===== src/rtl/rsa_half_power_mod_pkg.sv =====
// Shared RSA datapath types for the modular half-power block.
// Holds the modulus width, the scalar and key types, and the request/response
// payloads of the 2^-power mod N stage.
package rsa_half_power_mod_pkg;

    localparam int MOD_WIDTH = 256;

    typedef logic [31:0]          IntType;
    typedef logic [MOD_WIDTH-1:0] KeyType;

    typedef struct packed {
        IntType power;
        KeyType modulus;
    } RSAHalfPowerModIn;

    typedef KeyType RSAHalfPowerModOut;

endpackage


===== src/rtl/rsa_half_mod_step.sv =====
// One modular halving step: r_out = r_in / 2 mod n for odd n.
// An odd r_in first has n added so the sum is even and the shift is exact.
// The sum is formed one bit wider than the modulus, so it cannot overflow.
module rsa_half_mod_step
    import rsa_half_power_mod_pkg::*;
(
    input  KeyType r_in,
    input  KeyType n,
    output KeyType r_out
);

    logic [MOD_WIDTH:0] sum;

    // Halve r, first adding n when r is odd so the shift is exact.
    always_comb begin
        sum   = {1'b0, r_in} + {1'b0, n};
        r_out = r_in[0] ? KeyType'(sum >> 1) : (r_in >> 1);
    end

endmodule


===== src/rtl/rsa_half_power_mod.sv =====
// Computes 2^-power mod modulus for an odd modulus, one halving per clock.
// Request/response are valid/ready handshakes; only one request is in flight
// at a time and nothing is queued. With r < N maintained by every halving,
// the result needs no final correction.
module rsa_half_power_mod
    import rsa_half_power_mod_pkg::*;
(
    input  logic              clk,
    input  logic              rst,
    input  logic              i_valid,
    output logic              i_ready,
    input  RSAHalfPowerModIn  i_in,
    output logic              o_valid,
    input  logic              o_ready,
    output RSAHalfPowerModOut o_out
);

    typedef enum logic [1:0] {
        IDLE,
        LOOP,
        DONE
    } state_t;

    state_t state;
    state_t state_nxt;

    IntType power_q;
    KeyType mod_q;
    KeyType r;
    KeyType r_step;
    IntType cnt;
    logic   accept;
    logic   last_step;

    rsa_half_mod_step u_step (
        .r_in  (r),
        .n     (mod_q),
        .r_out (r_step)
    );

    assign accept = i_valid && i_ready;
    // cnt never exceeds power-1 while in LOOP, so cnt+1 cannot wrap.
    assign last_step = ((cnt + 32'd1) == power_q);

    // State register with asynchronous active-low reset.
    always_ff @(posedge clk or negedge rst) begin
        if (!rst) begin
            state <= IDLE;
        end else begin
            state <= state_nxt;
        end
    end

    // Next-state and handshake outputs; result is only presented in DONE.
    always_comb begin
        state_nxt = state;
        i_ready   = 1'b0;
        o_valid   = 1'b0;
        o_out     = '0;
        case (state)
            IDLE: begin
                i_ready = 1'b1;
                if (i_valid) begin
                    state_nxt = (i_in.power == 32'd0) ? DONE : LOOP;
                end
            end
            LOOP: begin
                if (last_step) begin
                    state_nxt = DONE;
                end
            end
            DONE: begin
                o_valid = 1'b1;
                o_out   = r;
                if (o_ready) begin
                    state_nxt = IDLE;
                end
            end
            default: state_nxt = IDLE;
        endcase
    end

    // Operand latch, running residue and halving counter.
    always_ff @(posedge clk or negedge rst) begin
        if (!rst) begin
            power_q <= '0;
            mod_q   <= '0;
            r       <= KeyType'(1);
            cnt     <= '0;
        end else if (accept) begin
            power_q <= i_in.power;
            mod_q   <= i_in.modulus;
            r       <= KeyType'(1);
            cnt     <= '0;
        end else if (state == LOOP) begin
            r   <= r_step;
            cnt <= cnt + 32'd1;
        end
    end

endmodule

===== config.mk =====
export PLATFORM = sky130hd
export DESIGN_NAME = rsa_half_power_mod
export DESIGN_NICKNAME = d
export VERILOG_FILES = /design/src/rtl/rsa_half_power_mod_pkg.sv /design/src/rtl/rsa_half_mod_step.sv /design/src/rtl/rsa_half_power_mod.sv
export SDC_FILE = /design/constraint.sdc
export NUM_CORES = 2
export LEC_CHECK = 0
export CORE_MARGIN = 2
export CORE_UTILIZATION = 45
export DETAILED_ROUTE_END_ITERATION = 10
export GPL_TIMING_DRIVEN = 1
export PLACE_DENSITY = 0.63
export SYNTH_ARGS = -nofsm -noshare
export SYNTH_HDL_FRONTEND = slang
export SYNTH_SLANG_ARGS = --single-unit

===== constraint.sdc =====
create_clock -name clk -period 4.25 [get_ports clk]
set_input_delay 0.6375 -clock clk [delete_from_list [all_inputs] [get_ports clk]]
set_output_delay 0.6375 -clock clk [all_outputs]
set_load 0.02 [all_outputs]

# Word-level counts from Yosys, hierarchy flattened
# Index checks and enable logic that the tools add are counted.
dict set report classes {
  addsub 2
  n_eq_ne 6
  n_mux 13
  reduce_logical 5
}
# op count
set ops {}
lappend ops {{two-way mux 256 bit} 4}
lappend ops {{adder 256 x 256 -> 257 bit} 1}
lappend ops {{two-way mux 32 bit} 2}
lappend ops {{adder 32 x 1 -> 32 bit (second input constant)} 1}
lappend ops {{equality test 32 bit} 1}
lappend ops {{logical NOT 32 bit} 1}
lappend ops {{two-way mux 2 bit} 4}
lappend ops {{inequality test 2 bit (second input constant)} 3}
lappend ops {{one-hot mux 2 bit (3 select lines)} 1}
lappend ops {{AND reduction 3 bit} 1}
lappend ops {{equality test 2 x 1 -> 1 bit (second input constant)} 1}
lappend ops {{equality test 2 bit (second input constant)} 1}
lappend ops {{logical NOT 2 bit} 1}
lappend ops {{two-way mux 1 bit} 2}
lappend ops {{nonzero test 2 bit} 1}
lappend ops {{logical AND 1 bit} 1}
dict set report word_totals {
  register_bits 578
  inputBits 292
  output_inout_bits 258
}

# Depth between registers and ports, before layout
dict set report logic_depth {
  depth_word 4
  ltp_mapped 18
  ltp_nobuf 16
}

# Cells and area by module
# From an unflattened synthesis, not the netlist that was laid out.
dict set report unflattened {
  hier_cells 6289
  area_unflattened_um2 46982.6
}
# module n_inst cells_each area_per_inst_um2
set by_module_without_submodules {}
lappend by_module_without_submodules {rsa_half_power_mod 1 2954 25152.9}
lappend by_module_without_submodules {rsa_half_mod_step 1 3335 21829.7}

# Worst setup path after synthesis
# OpenSTA, ideal clock, no wires.
dict set report synth_path {
  path_kind {register to register}
  from {register r[0]}
  to {register r[251]}
  setup_ns 0.133
  t_arrival_ns 3.711
  required_time_ns 4.117
  setup_slack_ns 0.406
  stages_incl_launch_ff 19
  n_path_buf 2
  synth_period_minus_slack_ns 3.844
  cell_sequence {dfstp_2 > buf_4 > clkbuf_1 > and2_1 > fa_1 > a21oi_1 > nor3_1 > nor3b_1 > a21oi_1 > o2111ai_1 > o21bai_2 > a41oi_2 > o21ai_0 > a21oi_2 > o21a_1 > o211ai_1 > a31oi_1 > xnor2_1 > o21ai_0}
}
dict set report synth_via {
  elab_chain_cells 4
}
# item line
set synth_lines {}
lappend synth_lines {{start, declared} rsa_half_power_mod.sv:29} ;# KeyType r;
lappend synth_lines {{start signal, assigned} rsa_half_power_mod.sv:88} ;# r <= KeyType'(1);
lappend synth_lines {{start signal, assigned} rsa_half_power_mod.sv:93} ;# r <= KeyType'(1);
lappend synth_lines {{start signal, assigned} rsa_half_power_mod.sv:96} ;# r <= r_step;
lappend synth_lines {{adder 256 x 256 -> 257 bit} rsa_half_mod_step.sv:16} ;# sum = {1'b0, r_in} + {1'b0, n};
lappend synth_lines {{two-way mux 256 bit *} rsa_half_mod_step.sv:17} ;# r_out = r_in[0] ? KeyType'(sum >> 1) : (r_in >> 1);
lappend synth_lines {{two-way mux 256 bit *} rsa_half_power_mod.sv:95} ;# end else if (state == LOOP) begin
lappend synth_lines {{two-way mux 256 bit *} rsa_half_power_mod.sv:90} ;# end else if (accept) begin
# Mark *: on every way between the ends. The rest lies on a longest branch, timed or not. The select of a mux whose other input is x is not followed.
# A chain may end at the register's enable or synchronous reset.

# Final worst setup path
dict set report layout_path {
  from {register r[73]}
  to {register r[145]}
}
dict set report layout_via {
  elab_chain_cells 4
}
# item line
set layout_lines {}
lappend layout_lines {{adder 256 x 256 -> 257 bit} rsa_half_mod_step.sv:16}
lappend layout_lines {{two-way mux 256 bit} rsa_half_mod_step.sv:17}
lappend layout_lines {{two-way mux 256 bit} rsa_half_power_mod.sv:95}
lappend layout_lines {{two-way mux 256 bit} rsa_half_power_mod.sv:90}
# Every way passes these cells. The select of a mux whose other input is x is not followed.

==> results.ini <==
[pwr]
switchingPower_mw=21.2
internal_power_mw=22.9
swShare_pct=48.1
pwr-share-comb_pct=63.6
clockPowerShare_pct=14.6
ir_drop_mv=0.397
pwr-share-seq_pct=21.8
p_leak_nw=25.6
p_per_area_nw_per_um2=755
power_mw=44.0

[sta]
period_needed_ns=4.22
whs_ns=0.485
fin_worst_skew_ns=0.0405
slew_viol_final=0
hold_viol=0
min_period_over_period_pct=99.2
max_freq_mhz=237
finalSetupViolCount=0
worst_pin_slew_ns=1.05
relSlewSlack_pct=29.6
rsz0062_at_grt=yes

[place]
dp_hpwl_um=144000
port_buffers=549
gp_congestion=1.02
dp_cells=7906

[detailed_routing]
routed_wl_um=183000
wl_per_cell_um=22.7
drc=0
drt_first_pass_iters=6
post_drt_via_cell_ratio=5.87
ant_nets=0
vias=47400
drtIter0Drc=4199

[setup_path]
arrival_ns=4.74
ff2ff_setup_slack_ns=0.03
crit_path_frequent_cell=buf_6
crit_path_top_delay_cell=o41a_1
path_cells=ha_4 > buf_6 > nand4_1 > nor4_4 > buf_4 > nand4_1 > nor4_2 > a221oi_4 > nand2_2 > and4_4 > a21oi_4 > o41a_1 > buf_6 > o31a_1 > buf_6 > xnor2_2 > o21ai_1
cpPeakStageDelay_ns=0.48
end_kind=flop
crit_fanout=4
crit_path_start_kind=flop
critPathKind=flop to flop
path_delay_family=simple AND/OR/NAND/NOR gates
worst_ep_required_time_ns=4.77
cp_num_buf_inv=4

[grt]
grt_pass1_vias=46000
overflow=0
grt_max_degree=187
grt_pass1_wl_um=277000
track_usage_pct=34.7
antenna_found_initial=3

[floorplan]
die_w_um=320
die_h_um=320
coreArea_um2=98600
dieArea_um2=102000
initial_core_util_pct=45.5
io_pins=550
fp-row-count=115

[cts]
cts_buffer_depth=3
clkTransAtPathRegs_ns=0.06
tritoncts=yes
cts_made_buffers=71
numClockSinks=578
clk_latency_ns=0.68
htreeDepth=3
cts-root-buf=clkbuf_16

[logic_synthesis]
yosysWarnings=0
ys_seq_area_share_pct=32.3
yosysTopAreaCellShare_pct=32.2
synth_fp_nets=6459
syn_area_per_cell_um2=7.59
yosys.cell_types.count=97
synthesis.area_um2=44800
ys_ff_latch=578
synth_enable_flop_cells=0
synth_top_area_cell=dfrtp_1
syn_inst=5910
ys_top_cells_by_area=dfrtp_1 (32%), nand2_1 (12%), ha_1 (7.1%)
synthFlopType=dfrtp_1
ys_async_sr_fraction_pct=100

[layout]
syn2layout_area_growth_pct=30.1
fin_cells=8069
ff_latch_area_um2=14500
layout_common_cells=nand2_1 (1402), dfrtp_1 (575), clkdlybuf4s50_1 (548)
final_common_cell=nand2_1
drive_gt1_share_pct=13.1
multi_input_area_um2=29500
nets=7276
nFillCells=9246

[hold_path]
hp-class=flop to flop

[flow_run]
cap_violations=0

[outcome]
status=finished, final reports clean

repair_timing:
item | CTS | global route
setup endpoints to repair | 49 | 73
hold buffers | 1 | 0
hold endpoints to repair | 60 | 0
buffers inserted | 5 | 30
gates resized for setup | 37 | 180
pin swaps | 6 | 63
sequential cells by signal, summed over array words and instances, names as in the netlist:
register / cells
state: 2
cnt: 32
mod_q: 256
r: 256
power_q: 32
Yosys cell counts (8+ instances only):
cell type	count
and4_1	14
and2_1	264
mux2i_1	104
xnor2_1	196
nor4_1	44
buf_2	57
o211ai_1	20
a221oi_1	8
o21ai_1	23
or3_1	17
ha_1	256
nand4_1	164
xor2_1	106
inv_1	103
a21oi_1	499
a31oi_1	39
o21bai_1	88
and3_1	24
o21a_1	44
nor2b_1	14
nand2b_1	22
buf_1	11
nand2_1	1406
o21ai_0	576
nand3_1	66
a21o_1	82
or2_2	27
a21boi_0	22
clkbuf_1	284
a211oi_1	22
a22oi_1	148
nor3_1	74
dfrtp_1	577
nor2_1	316
o31ai_1	37
power by group through the flow:
stage	sequential [mW]	combinational (mW)	clock [mW]
after floorplan	8.92	16.5	0
after global placement	9.51	26.3	0
after detailed placement	9.57	26.4	0
after CTS	9.51	26.7	6.53
after global routing	9.82	30.4	6.73
final	9.61	28.0	6.43
kinds of logic after synthesis:
logic type	share of synthesized area [%]
AO/OA/AOI/OAI	23.2
flip-flops	32.3
multiplexers	2.35
adder cells (fa/ha/maj)	7.19
XOR/XNOR	5.90
AND/OR/NAND/NOR	25.1
buffers and inverters	4.00
worst min-delay path, stage by stage (launching register included):
cell and delay (ns):
dfrtp_1 0.35, nand2_1 0.05, nand2_1 0.05
final cells by class:
class | count | area share, %
multi-input combinational | 4875 | 50.6
timing repair buffer | 1098 | 17.0
clock buffer | 96 | 3.45
inverter | 103 | 0.663
tap | 1287 | 2.76
antenna | 2 | 0.00858
sequential | 578 | 24.8
clock inverter | 30 | 0.729
layer usage:
metal / up-vias / global-route usage [%] / part of all wire, %
met1: 22800 / 47.4 / 44
met5: - / 0 / 0.0071
li1: 22400 / - / -
met4: 2 / 11.8 / 3.6
met2: 1846 / 55.6 / 45
met3: 296 / 5.84 / 7.5
worst paths after layout:
path                             from         end  cells after the start
setup / recovery                r[73]      r[145]                     17
hold / removal             mod_q[145]  mod_q[145]                      2
setup reg to reg                r[73]      r[145]                     17
hold reg to reg            mod_q[145]  mod_q[145]                      2
max in group asynchronous         rst      r[161]                      4
min in group asynchronous         rst     cnt[13]                      2
through the flow:
stage               setup slack, ns  utilization [%]  TNS [ns]  area (µm²)
floorplan                     0.406                -         0       44800
global placement             -0.853             55.5    -10.14       54700
detailed placement           -0.784             55.5     -9.96       54700
CTS                        -0.00573             58.2  -0.00573       57300
global route                -0.0787             59.2    -0.361       58300
finish                       0.0326             59.2         0       58300
(Power assumes the default switching activity.)
